===== config.mk =====
export PLATFORM = sky130hd
export DESIGN_NAME = stage_wb_hist
export DESIGN_NICKNAME = d
export VERILOG_FILES = /design/src/rtl/stage_wb_hist_pkg.sv /design/src/rtl/wb_hist_buf.sv /design/src/rtl/stage_wb_hist.sv
export SDC_FILE = /design/constraint.sdc
export NUM_CORES = 1
export LEC_CHECK = 0
export BUFFER_PORTS_ARGS = -buffer_cell sky130_fd_sc_hd__buf_4
export CORE_ASPECT_RATIO = 1.75
export CORE_MARGIN = 5
export CORE_UTILIZATION = 40
export CTS_CLUSTER_SIZE = 10
export DETAILED_ROUTE_END_ITERATION = 8
export GPL_TIMING_DRIVEN = 1
export PLACE_DENSITY = 0.7
export SLEW_MARGIN = 25
export SYNTH_ARGS = -nofsm -noshare
export SYNTH_HDL_FRONTEND = slang
export SYNTH_SLANG_ARGS = --single-unit

===== constraint.sdc =====
create_clock -name clk -period 2.7 [get_ports clk]
set_clock_uncertainty 0.15 [all_clocks]
set_input_delay 0.405 -clock clk [delete_from_list [all_inputs] [get_ports clk]]
set_output_delay 0.405 -clock clk [all_outputs]
set_load 0.01 [all_outputs]

===== src/rtl/stage_wb_hist_pkg.sv =====
// Shared writeback-stage definitions: select codes, control bit positions and
// the layout of one writeback history entry.
package stage_wb_hist_pkg;

    typedef enum logic [1:0] {
        WB_SEL_MEM  = 2'b00,
        WB_SEL_ALU  = 2'b01,
        WB_SEL_PC   = 2'b10,
        WB_SEL_ZERO = 2'b11
    } wb_sel_e;

    localparam int unsigned WB_CNTRL_W      = 3;
    localparam int unsigned WB_RDST_MUX_LSB = 0;
    localparam int unsigned WB_RDST_MUX_MSB = 1;
    localparam int unsigned WB_R_WE         = 2;

    // History entry is packed as {we, rdst, data}, data in the low bits.
    function automatic int unsigned hist_ent_w(input int unsigned width, input int unsigned aw);
        return 1 + aw + width;
    endfunction

endpackage


===== src/rtl/wb_hist_buf.sv =====
// DEPTH-entry writeback history shift buffer with stall, flush and reset.
// Entry 0 is the most recent commit; the flattened entries are exported.
module wb_hist_buf
    import stage_wb_hist_pkg::*;
#(
    parameter int unsigned WIDTH  = 32,
    parameter int unsigned REG_AW = 5,
    parameter int unsigned DEPTH  = 2,
    localparam int unsigned ENT_W = hist_ent_w(WIDTH, REG_AW)
) (
    input  logic                   clk,
    input  logic                   rst,
    input  logic                   stall_i,
    input  logic                   flush_i,
    input  logic                   we_i,
    input  logic [REG_AW-1:0]      rdst_i,
    input  logic [WIDTH-1:0]       data_i,
    output logic [DEPTH*ENT_W-1:0] hist_o
);

    logic [DEPTH-1:0][ENT_W-1:0] ent_q;
    logic [DEPTH-1:0][ENT_W-1:0] ent_d;

    // Flush only drops the write-enables; rdst/data are left as they were.
    always_comb begin
        ent_d = ent_q;
        if (flush_i) begin
            for (int d = 0; d < DEPTH; d++) begin
                ent_d[d][ENT_W-1] = 1'b0;
            end
        end else if (!stall_i) begin
            for (int d = DEPTH - 1; d > 0; d--) begin
                ent_d[d] = ent_q[d-1];
            end
            ent_d[0] = {we_i, rdst_i, data_i};
        end
    end

    always_ff @(posedge clk) begin
        if (rst) begin
            ent_q <= '0;
        end else begin
            ent_q <= ent_d;
        end
    end

    assign hist_o = ent_q;

endmodule


===== src/rtl/stage_wb_hist.sv =====
// Writeback stage: register-file write data select and write port, plus a
// DEPTH-entry writeback history serving NRD youngest-first forwarding lookups.
module stage_wb_hist
    import stage_wb_hist_pkg::*;
#(
    parameter int unsigned WIDTH   = 32,
    parameter int unsigned REG_AW  = 5,
    parameter int unsigned DEPTH   = 2,
    parameter int unsigned NRD     = 2,
    parameter int unsigned R0_ZERO = 1
) (
    input  logic                    clk,
    input  logic                    rst,
    input  logic                    i_wb_valid,
    input  logic                    i_wb_stall,
    input  logic                    i_wb_flush,
    input  logic [WIDTH-1:0]        i_wb_pc,
    input  logic [WIDTH-1:0]        i_wb_data_o_ma,
    input  logic [WIDTH-1:0]        i_wb_alu_rslt,
    input  logic [WB_CNTRL_W-1:0]   i_wb_cntrl,
    input  logic [REG_AW-1:0]       i_wb_rdst,
    output logic [REG_AW-1:0]       o_wb_rdst,
    output logic                    o_wb_reg_write_rf,
    output logic [WIDTH-1:0]        o_wb_mux,
    output logic [1:0]              o_wb_reg_dst_s,
    output logic [REG_AW-1:0]       o_vwb_rdst,
    output logic                    o_vwb_reg_write_rf,
    output logic [WIDTH-1:0]        o_vwb_mux,
    input  logic [NRD*REG_AW-1:0]   i_fwd_rs,
    output logic [NRD-1:0]          o_fwd_hit,
    output logic [NRD*WIDTH-1:0]    o_fwd_data
);

    localparam int unsigned ENT_W = hist_ent_w(WIDTH, REG_AW);

    if (DEPTH < 1 || DEPTH > 8 || NRD < 1) begin : g_param_err
        $error("stage_wb_hist: DEPTH must be in 1..8 and NRD must be >= 1");
    end

    logic                   r0_block;
    logic                   commit_we;
    logic [WIDTH-1:0]       wb_mux;
    logic [DEPTH*ENT_W-1:0] hist_flat;
    logic [DEPTH-1:0]       hist_we;
    logic [REG_AW-1:0]      hist_rdst [DEPTH];
    logic [WIDTH-1:0]       hist_data [DEPTH];

    // Register-file write data select.
    always_comb begin
        wb_mux = '0;
        case (wb_sel_e'(i_wb_cntrl[WB_RDST_MUX_MSB:WB_RDST_MUX_LSB]))
            WB_SEL_MEM:  wb_mux = i_wb_data_o_ma;
            WB_SEL_ALU:  wb_mux = i_wb_alu_rslt;
            WB_SEL_PC:   wb_mux = i_wb_pc;
            WB_SEL_ZERO: wb_mux = '0;
            default:     wb_mux = '0;
        endcase
    end

    assign r0_block  = (R0_ZERO != 0) && (i_wb_rdst == '0);
    assign commit_we = i_wb_cntrl[WB_R_WE] & i_wb_valid & ~r0_block;

    assign o_wb_rdst         = i_wb_rdst;
    assign o_wb_reg_write_rf = commit_we;
    assign o_wb_mux          = wb_mux;
    assign o_wb_reg_dst_s    = i_wb_cntrl[WB_RDST_MUX_MSB:WB_RDST_MUX_LSB];

    wb_hist_buf #(
        .WIDTH  (WIDTH),
        .REG_AW (REG_AW),
        .DEPTH  (DEPTH)
    ) u_hist (
        .clk     (clk),
        .rst     (rst),
        .stall_i (i_wb_stall),
        .flush_i (i_wb_flush),
        .we_i    (commit_we),
        .rdst_i  (i_wb_rdst),
        .data_i  (wb_mux),
        .hist_o  (hist_flat)
    );

    for (genvar d = 0; d < DEPTH; d++) begin : g_unpack
        assign hist_we[d]   = hist_flat[d*ENT_W + ENT_W - 1];
        assign hist_rdst[d] = hist_flat[d*ENT_W + WIDTH +: REG_AW];
        assign hist_data[d] = hist_flat[d*ENT_W +: WIDTH];
    end

    assign o_vwb_reg_write_rf = hist_we[0];
    assign o_vwb_rdst         = hist_rdst[0];
    assign o_vwb_mux          = hist_data[0];

    // Oldest candidate first so that each younger match overrides it.
    for (genvar p = 0; p < NRD; p++) begin : g_fwd
        logic [REG_AW-1:0] rs;
        logic              hit;
        logic [WIDTH-1:0]  data;

        assign rs = i_fwd_rs[p*REG_AW +: REG_AW];

        always_comb begin
            hit  = 1'b0;
            data = '0;
            for (int d = DEPTH - 1; d >= 0; d--) begin
                if (hist_we[d] && (hist_rdst[d] == rs)) begin
                    hit  = 1'b1;
                    data = hist_data[d];
                end
            end
            if (commit_we && (i_wb_rdst == rs)) begin
                hit  = 1'b1;
                data = wb_mux;
            end
            if ((R0_ZERO != 0) && (rs == '0)) begin
                hit  = 1'b0;
                data = '0;
            end
        end

        assign o_fwd_hit[p]               = hit;
        assign o_fwd_data[p*WIDTH +: WIDTH] = data;
    end

endmodule


======== Word-level counts from Yosys, hierarchy flattened ========
Index checks and enable logic that the tools add are counted.
word-level totals
  register bits ........................... 76
cells by class
  multiplexer cells ....................... 17
  eq/ne operators ......................... 9
  bitwise logic cells ..................... 5
  reductions and logical operators ........ 12
operator list
  operator              number
  $mux W32              8
  $pmux W32 S4          1
  $eq A5 B5 Y1          6
  $logic_not A5 Y1      3
  $mux W1               8
  $logic_and A1 B1 Y1   6
  $eq A2 B2 Y1 const B  2
  $not A1 Y1            3
  $and A1 B1 Y1         2
  $eq A2 B1 Y1 const B  1
  $logic_not A2 Y1      1
  $reduce_and A2 Y1     1
  $reduce_or A2 Y1      1

======== Longest topological paths before layout ========
Gate-level depths: netlist of run 1.
  depth after elaboration ................. 6
  gate-level depth with buffers ........... 7

======== Modules after synthesis ========
From an unflattened synthesis of run 1, not the netlist that was laid out.
unflattened totals
  cells, all modules ...................... 647
  area, all modules ....................... 6015.8 µm²
by module, submodules not included
  module         times used  area an instance (µm²)  cells an instance
  wb_hist_buf    1           3100.5                  295
  stage_wb_hist  1           2915.3                  352

======== Least setup slack after synthesis of run 1 ========
OpenSTA, ideal clock, no wires.
  path kind ............................... input -> output
  start ................................... input i_wb_rdst[0]
  end ..................................... output o_fwd_data[43]
  slack ................................... 368 ps
  stages .................................. 6
  path buffers ............................ 1
  arrival ................................. 1777 ps
  cell sequence ........................... or3_1 o311a_4 nand4_4 o221ai_4 buf_6 o22ai_1
between the ends
  cells in the longest elaborated chain, start to end .. 6
RTL lines
  item                   line                  RTL
  start, declared        stage_wb_hist.sv:21   input logic [REG_AW-1:0] i_wb_rdst,
  $logic_not A5 Y1       stage_wb_hist.sv:60   assign r0_block = (R0_ZERO != 0) && (i_wb_rdst == '0);
  $not A1 Y1             stage_wb_hist.sv:61   assign commit_we = i_wb_cntrl[WB_R_WE] & i_wb_valid & ~r0_block;
  $and A1 B1 Y1          stage_wb_hist.sv:61
  via o_wb_reg_write_rf  stage_wb_hist.sv:23   output logic o_wb_reg_write_rf,
  $logic_and A1 B1 Y1    stage_wb_hist.sv:110  if (commit_we && (i_wb_rdst == rs)) begin
  $mux W32               stage_wb_hist.sv:110
  $mux W32               stage_wb_hist.sv:114  if ((R0_ZERO != 0) && (rs == '0)) begin
  end, declared          stage_wb_hist.sv:31   output logic [NRD*WIDTH-1:0] o_fwd_data
The timed path passes the listed nets, and every way through them passes these cells.

======== Worst setup path after layout of run 1 ========
  start ................................... register u_hist.ent_q, in the netlist u_hist.hist_o[33]
  end ..................................... output o_fwd_data[56]
between the ends
  cells in the longest elaborated chain, start to end .. 5
RTL lines
  item                    line                  RTL
  start, declared         wb_hist_buf.sv:21     logic [DEPTH-1:0][ENT_W-1:0] ent_q;
  start signal, assigned  wb_hist_buf.sv:43     ent_q <= ent_d;
  $eq A5 B5 Y1            stage_wb_hist.sv:105  if (hist_we[d] && (hist_rdst[d] == rs)) begin
  $logic_and A1 B1 Y1     stage_wb_hist.sv:105
  $mux W32                stage_wb_hist.sv:105
  $mux W32                stage_wb_hist.sv:110
  $mux W32                stage_wb_hist.sv:114
No other way between the ends.

==> run_results.csv, run 1 <==
group,metric,value,unit
detailed_routing,drc_errors,0,
synth,yosysSeqAreaShare,28.2,%
status,status,"finished, violations left",
power,p_int,2.35,mW
sta,fin_ws,-44.2,ps
worst_setup_path,crit_required,2140,ps
sta,worst_pin_slew,851,ps
power,ir_drop,0.264,mV
floorplanning,start_util,40.5,%
global_route,grtUsageTotal,22.6,%
floorplanning,die-area,0.0160,mm2
final_layout,drive_gt1_share,42.6,%
final_layout,largest_reg_flops,76,
synth,yosysWarnings,0,
clock_tree,cts_hold_buf,0,
worst_setup_path,crit_type,"flop to output pin",
status,violations,"setup timing",
power,p_leak,3.39,nW
placement,numPortBuffers,262,
synth,syn_area,0.00539,mm2
sta,min_period_over_period,102,%
clock_tree,cts_root_buf,"clkbuf_16",
floorplanning,std_cell_rows,56,
worst_hold_path,min_path_type,"input port to flop",
floorplanning,die_width,97.8,um
power,sequentialPowerShare,38.0,%
placement,dp_hpwl,14.3,mm
detailed_routing,dr_total_vias,5681,
synth,syn-instance-count,685,
clock_tree,htreeDepth,3,
clock_tree,cts.sinks,76,
worst_setup_path,arrival,2190,ps
placement,place_ws,112,ps
sta,maxSlewViolCount,0,
worst_setup_path,slowest_delay,390,ps
worst_setup_path,start_kind,"flop",
detailed_routing,routedWlPerCell,18.8,um
sta,slew_headroom,43.3,%
final_layout,nFillCells,1227,
final_layout,layout_commonest_cell,"buf_4",
global_route,gr-total-overflow,0,
global_route,grt_start_max_net_pins,77,
worst_setup_path,worstPathMaxFanout,5,
detailed_routing,routed_via_density,5.32,
floorplanning,io-pin-count,263,
synth,synth_edf_count,0,
detailed_routing,ant_nets,0,
global_route,grtUsageMet2,41.0,%
worst_setup_path,endpoint_kind,"output pin",
final_layout,num_antenna_cells,0,
global_route,antenna_found_initial,1,
synth,yosysUniqueCellTypes,29,
worst_setup_path,reg2reg_depth,2,
worst_hold_path,hold_depth,2,
detailed_routing,drtIter0Drc,155,
global_route,gr-max-usage-layer,"met2",
synth,syn_area_per_cell,7.87,um2
power,p_clk_share,39.5,%
floorplanning,core-area,0.0133,mm2
final_layout,syn_to_final_growth,51.0,%
sta,fin_crit,2740,ps
synth,syn_nets,804,
detailed_routing,routed_wl,20.1,mm
synth,synthFlopType,"dfxtp_1",
sta,rsz0062_at_grt,"true",
worst_setup_path,slowest_stage,"dfxtp_2",
floorplanning,die_h,164,um
clock_tree,numCtsBuffers,9,
global_route,grt_pass1_wl,29.1,mm
power,p_per_area,400,mW/mm2
placement,place.gp.congestion,0.829,
power,switching_power,0.908,mW
global_route,grt_pass1_vias,5400,
worst_setup_path,path_cells,"xnor2_2 -> nand4_1 -> nor3_4 -> buf_6 -> clkbuf_16 -> mux2i_4 -> o22ai_1 -> buf_4",
sta,hold_viol_final,0,
clock_tree,cts_tree,"built",
final_layout,final_cell_mix,"buf_4 (273), nand2_1 (84), mux2i_1 (75), a21oi_1 (75), dfxtp_1 (73)",
power,p_comb_share,22.5,%
global_route,grtUsageMet1,25.6,%
placement,dp.cells,1044,
job,drv_cap,0,
power,power_switching_share,27.9,%
synth,ys_async_sr_fraction,0,%
clock_tree,cts.path.max_buffers,2,
sta,setup_viol,11,
clock_tree,clkLatencyLatePin,330,ps
final_layout,final_nets,1009,
synth,yosys_register_bits,76,
global_route,use_met3,4.96,%
detailed_routing,drt_first_pass_iters,4,
sta,max_freq,364,MHz
final_layout,final_cells,1067,
clock_tree,worst_setup_hold_path_clk_slew,60,ps
[what timing repair did]
| action | CTS | global route |
|---|---|---|
| buffers inserted | 2 | 2 |
| gates resized for setup | 3 | 72 |
| cloned | 0 | 5 |
| setup endpoints to repair | 48 | 58 |
| pin swaps | 1 | 4 |
[cell families (layout without fill, tap and decap cells)]
family	Yosys count	in the layout	share of synthesized area, %
AOI/OAI and AO/OA	175	175	21.2
xor gates and xnor gates	30	30	4.87
buffers and inverters	134	342	13.8
DFF	76	76	28.2
muxes	98	98	18.2
and+or+nand+nor	172	172	13.7
[power groups by stage]
stage | clock network, mW | logic (mW) | registers [mW]
4_1_cts | 1.32 | 0.714 | 1.23
3_3_place_gp | 0 | 0.707 | 1.25
6_report | 1.29 | 0.733 | 1.24
3_5_place_dp | 0 | 0.712 | 1.25
5_1_grt | 1.36 | 0.790 | 1.25
2_1_floorplan | 0 | 0.396 | 1.24
[through the flow]
stage          hold slack (ps)  utilization [%]  power [mW]  setup TNS [ps]  instance area, um2
2_1_floorplan              298                -        1.63               0                5390
3_3_place_gp               304             54.7        1.96               0                7280
3_5_place_dp               311             54.7        1.96               0                7280
4_1_cts                    118             57.2        3.26               0                7610
5_1_grt                    124             61.1        3.40           -3450                8140
6_report                   131             61.1        3.26            -187                8140
[synth_stat cells (6+ instances only)]
cell type  instances  area (um2)
xor2_1            16         140
dfxtp_1           76        1520
o22ai_2            8         100
buf_4             46         345
o22ai_1           56         350
nor2_1            69         259
xnor2_1           14         123
nand2_1           84         315
buf_2             16        80.1
mux2i_1           98         981
buf_6              6        67.6
clkbuf_1          29         109
a21oi_1           76         380
inv_1             32         120
a211oi_1          32         240
[worst paths after layout]
kind | from | end | slack (ps)
max | u_hist.hist_o[33] | o_fwd_data[56] | -40
min | i_wb_flush | u_hist.hist_o[37] | 130
max reg2reg | u_hist.hist_o[26] | u_hist.hist_o[26] | 1680
min reg2reg | u_hist.hist_o[68] | u_hist.hist_o[68] | 320
[critical path: cells and delay by family (launching register included)]
family,cells,cell delay (ps)
AND/OR/NAND/NOR,2,490
flip-flops,1,390
multiplexers,1,250
buffers and inverters,3,510
XOR/XNOR,1,120
AO/OA/AOI/OAI,1,100
[final cells by class]
type	instances	area [um2]	area share, %
multi-input cells	475	3480	42.8
repair buffers	296	2470	30.4
flip-flops and latches	76	1530	18.8
clock buffers	10	239	2.94
well taps	174	218	2.67
inverters	32	120	1.48
clock inverters	4	75.1	0.922
[per-layer routing]
layer  vias to the layer above  wire length (um)
met3                        33              1020
met4                         2               539
met5                         -                20
li1                       2754                 -
met2                       180             11000
met1                      2712              7520
(Power assumes the default switching activity.)
==> run 2, diff against run 1 <==
- BUFFER_PORTS_ARGS: -buffer_cell sky130_fd_sc_hd__buf_4 -> default
- CORE_UTILIZATION: 40 -> 35
- DONT_BUFFER_PORTS: default -> 1
- PLACE_DENSITY: 0.7 -> 0.48
- REMOVE_ABC_BUFFERS: default -> 1
==> run_results.csv, run 2 (same netlist as run 1, synthesis figures left out) <==
group,metric,value,unit
status,status,"finished, final reports clean",
final_layout,largest_reg_flops,76,
sta,hold_ws,32.7,ps
floorplanning,die_width,104,um
worst_setup_path,start_kind,"flop",
sta,fin_crit,2610,ps
worst_hold_path,min_path_type,"input port to flop",
final_layout,final_util,40.7,%
detailed_routing,routedWlPerCell,21.6,um
detailed_routing,drt_first_pass_iters,5,
clock_tree,cts.sinks,76,
clock_tree,cts_tree,"built",
clock_tree,htreeDepth,3,
placement,place.gp.congestion,0.797,
clock_tree,clkLatencyLatePin,330,ps
global_route,grtUsageTotal,19.3,%
worst_setup_path,critical_path.startpoint,"u_hist.hist_o[37]",
worst_setup_path,reg2reg_depth,2,
worst_setup_path,endpoint_kind,"output pin",
worst_setup_path,r2r-end,"u_hist.hist_o[15]",
clock_tree,worst_setup_hold_path_clk_slew,60,ps
power,p_leak,2.26,nW
clock_tree,cts.path.max_buffers,2,
detailed_routing,routed_via_density,5.72,
worst_setup_path,slowest_delay,480,ps
floorplanning,core-area,0.0152,mm2
sta,slew_headroom,45.4,%
global_route,grt_start_max_net_pins,107,
power,ir_drop,0.345,mV
final_layout,final_nets,796,
detailed_routing,dr_total_vias,4955,
worst_hold_path,min_to,"u_hist.hist_o[73]",
global_route,grt_pass1_wl,28.3,mm
placement,dp_hpwl,12.8,mm
sta,maxSlewViolCount,0,
sta,max_freq,384,MHz
final_layout,syn_to_final_growth,15.0,%
worst_setup_path,path_cells,"nand4_1 -> nor3_4 -> buf_12 -> buf_16 -> mux2i_1 -> o22ai_1 -> buf_4",
worst_hold_path,hp-start,"rst",
clock_tree,numCtsBuffers,9,
worst_setup_path,crit_type,"flop to output pin",
job,drv_cap,0,
detailed_routing,routed_wl,18.7,mm
final_layout,drive_gt1_share,18.1,%
global_route,gr-total-overflow,0,
floorplanning,std_cell_rows,60,
worst_setup_path,arrival,2050,ps
floorplanning,io-pin-count,263,
global_route,antenna_found_initial,0,
sta,setup_viol,0,
floorplanning,start_util,35.4,%
worst_setup_path,crit_required,2140,ps
clock_tree,cts_root_buf,"clkbuf_16",
final_layout,num_antenna_cells,0,
worst_setup_path,slowest_stage,"dfxtp_1",
global_route,grt_pass1_vias,5005,
detailed_routing,ant_nets,0,
floorplanning,die_h,174,um
worst_setup_path,reg2reg_slack,1640,ps
detailed_routing,drc_errors,0,
final_layout,layout_commonest_cell,"mux2i_1",
detailed_routing,drtIter0Drc,227,
sta,worst_pin_slew,816,ps
power,p_per_area,485,mW/mm2
worst_hold_path,hold_depth,1,
worst_setup_path,r2r-start,"u_hist.hist_o[15]",
sta,min_period_over_period,96.6,%
placement,numPortBuffers,0,
sta,hold_viol_final,0,
final_layout,final_cell_mix,"mux2i_1 (94), nand2_1 (84), a21oi_1 (76)",
floorplanning,die-area,0.0181,mm2
worst_setup_path,worstPathMaxFanout,19,
-- run 2: changes by cell type in the layout (fill, tap and decap cells not counted), moves of 6 or more --
cell,before,now
buf_4,273,67
o22ai_1,34,54
o22ai_2,30,10
mux2i_1,75,94
mux2i_4,11,1
mux2i_2,12,3
buf_6,7,1
-- run 2: power by group --
group | total, mW | leakage [nW] | switching, mW | internal, mW
Sequential | 1.26 | 0.622 | 0.0841 | 1.17
Clock | 1.37 | 0.162 | 0.448 | 0.923
Combinational | 0.380 | 1.48 | 0.234 | 0.146
-- run 2: worst max-delay path: cells and delay by family, from the launching register on --
family | cells | cell delay [ps]
compound gates | 1 | 90
buf+inv | 3 | 510
flops | 1 | 480
mux | 1 | 200
simple gates | 2 | 430
-- run 2: worst max path at each step --
stage                       end  slack [ps]  cells past startpoint
6_report         o_fwd_data[43]          90                      7
5_1_grt           o_fwd_data[8]        -0.3                      8
4_1_cts           o_fwd_data[3]          10                      8
3_5_place_dp     o_fwd_data[52]         180                      7
3_3_place_gp     o_fwd_data[15]         250                      7
2_1_floorplan  u_hist.hist_o[0]       -1610                      2
-- run 2: repair_timing --
item                       CTS  global route
gates cloned                 0             1
hold endpoints to repair    21             1
setup endpoints to repair   41            56
pin swaps                    2             4
gates resized for setup      3            15
hold buffers                 3             1
buffers inserted             3             1
-- run 2: area by class of cell --
| type | count | area [um2] |
|---|---|---|
| clock buffer | 11 | 243 |
| clock inverter | 4 | 97.6 |
| fill | 1566 | 9040 |
| inverter | 32 | 120 |
| multi-input combinational | 475 | 3190 |
| sequential | 76 | 1530 |
| tap | 186 | 233 |
| timing repair buffer | 83 | 787 |
-- run 2: metrics by stage --
step | setup slack, ps | power, mW | TNS, ps | std cells | instance area (um2)
floorplan | -1610 | 1.54 | -158970 | 583 | 4770
global placement | 249 | 1.64 | 0 | 843 | 5670
detailed placement | 183 | 1.65 | 0 | 843 | 5670
CTS | 13.0 | 3.04 | 0 | 864 | 6090
global route | -0.300 | 3.15 | -0.300 | 867 | 6200
finish | 92.8 | 3.01 | 0 | 867 | 6200
-- run 2: per-layer routing --
| metal | vias up | track usage, % | share of wire (%) |
|---|---|---|---|
| met4 | 0 | 6.43 | 2.5 |
| met3 | 26 | 3.83 | 5.4 |
| met1 | 2402 | 21.3 | 37 |
| met5 | - | 0 | 0 |
| met2 | 195 | 36.2 | 55 |
| li1 | 2332 | - | - |
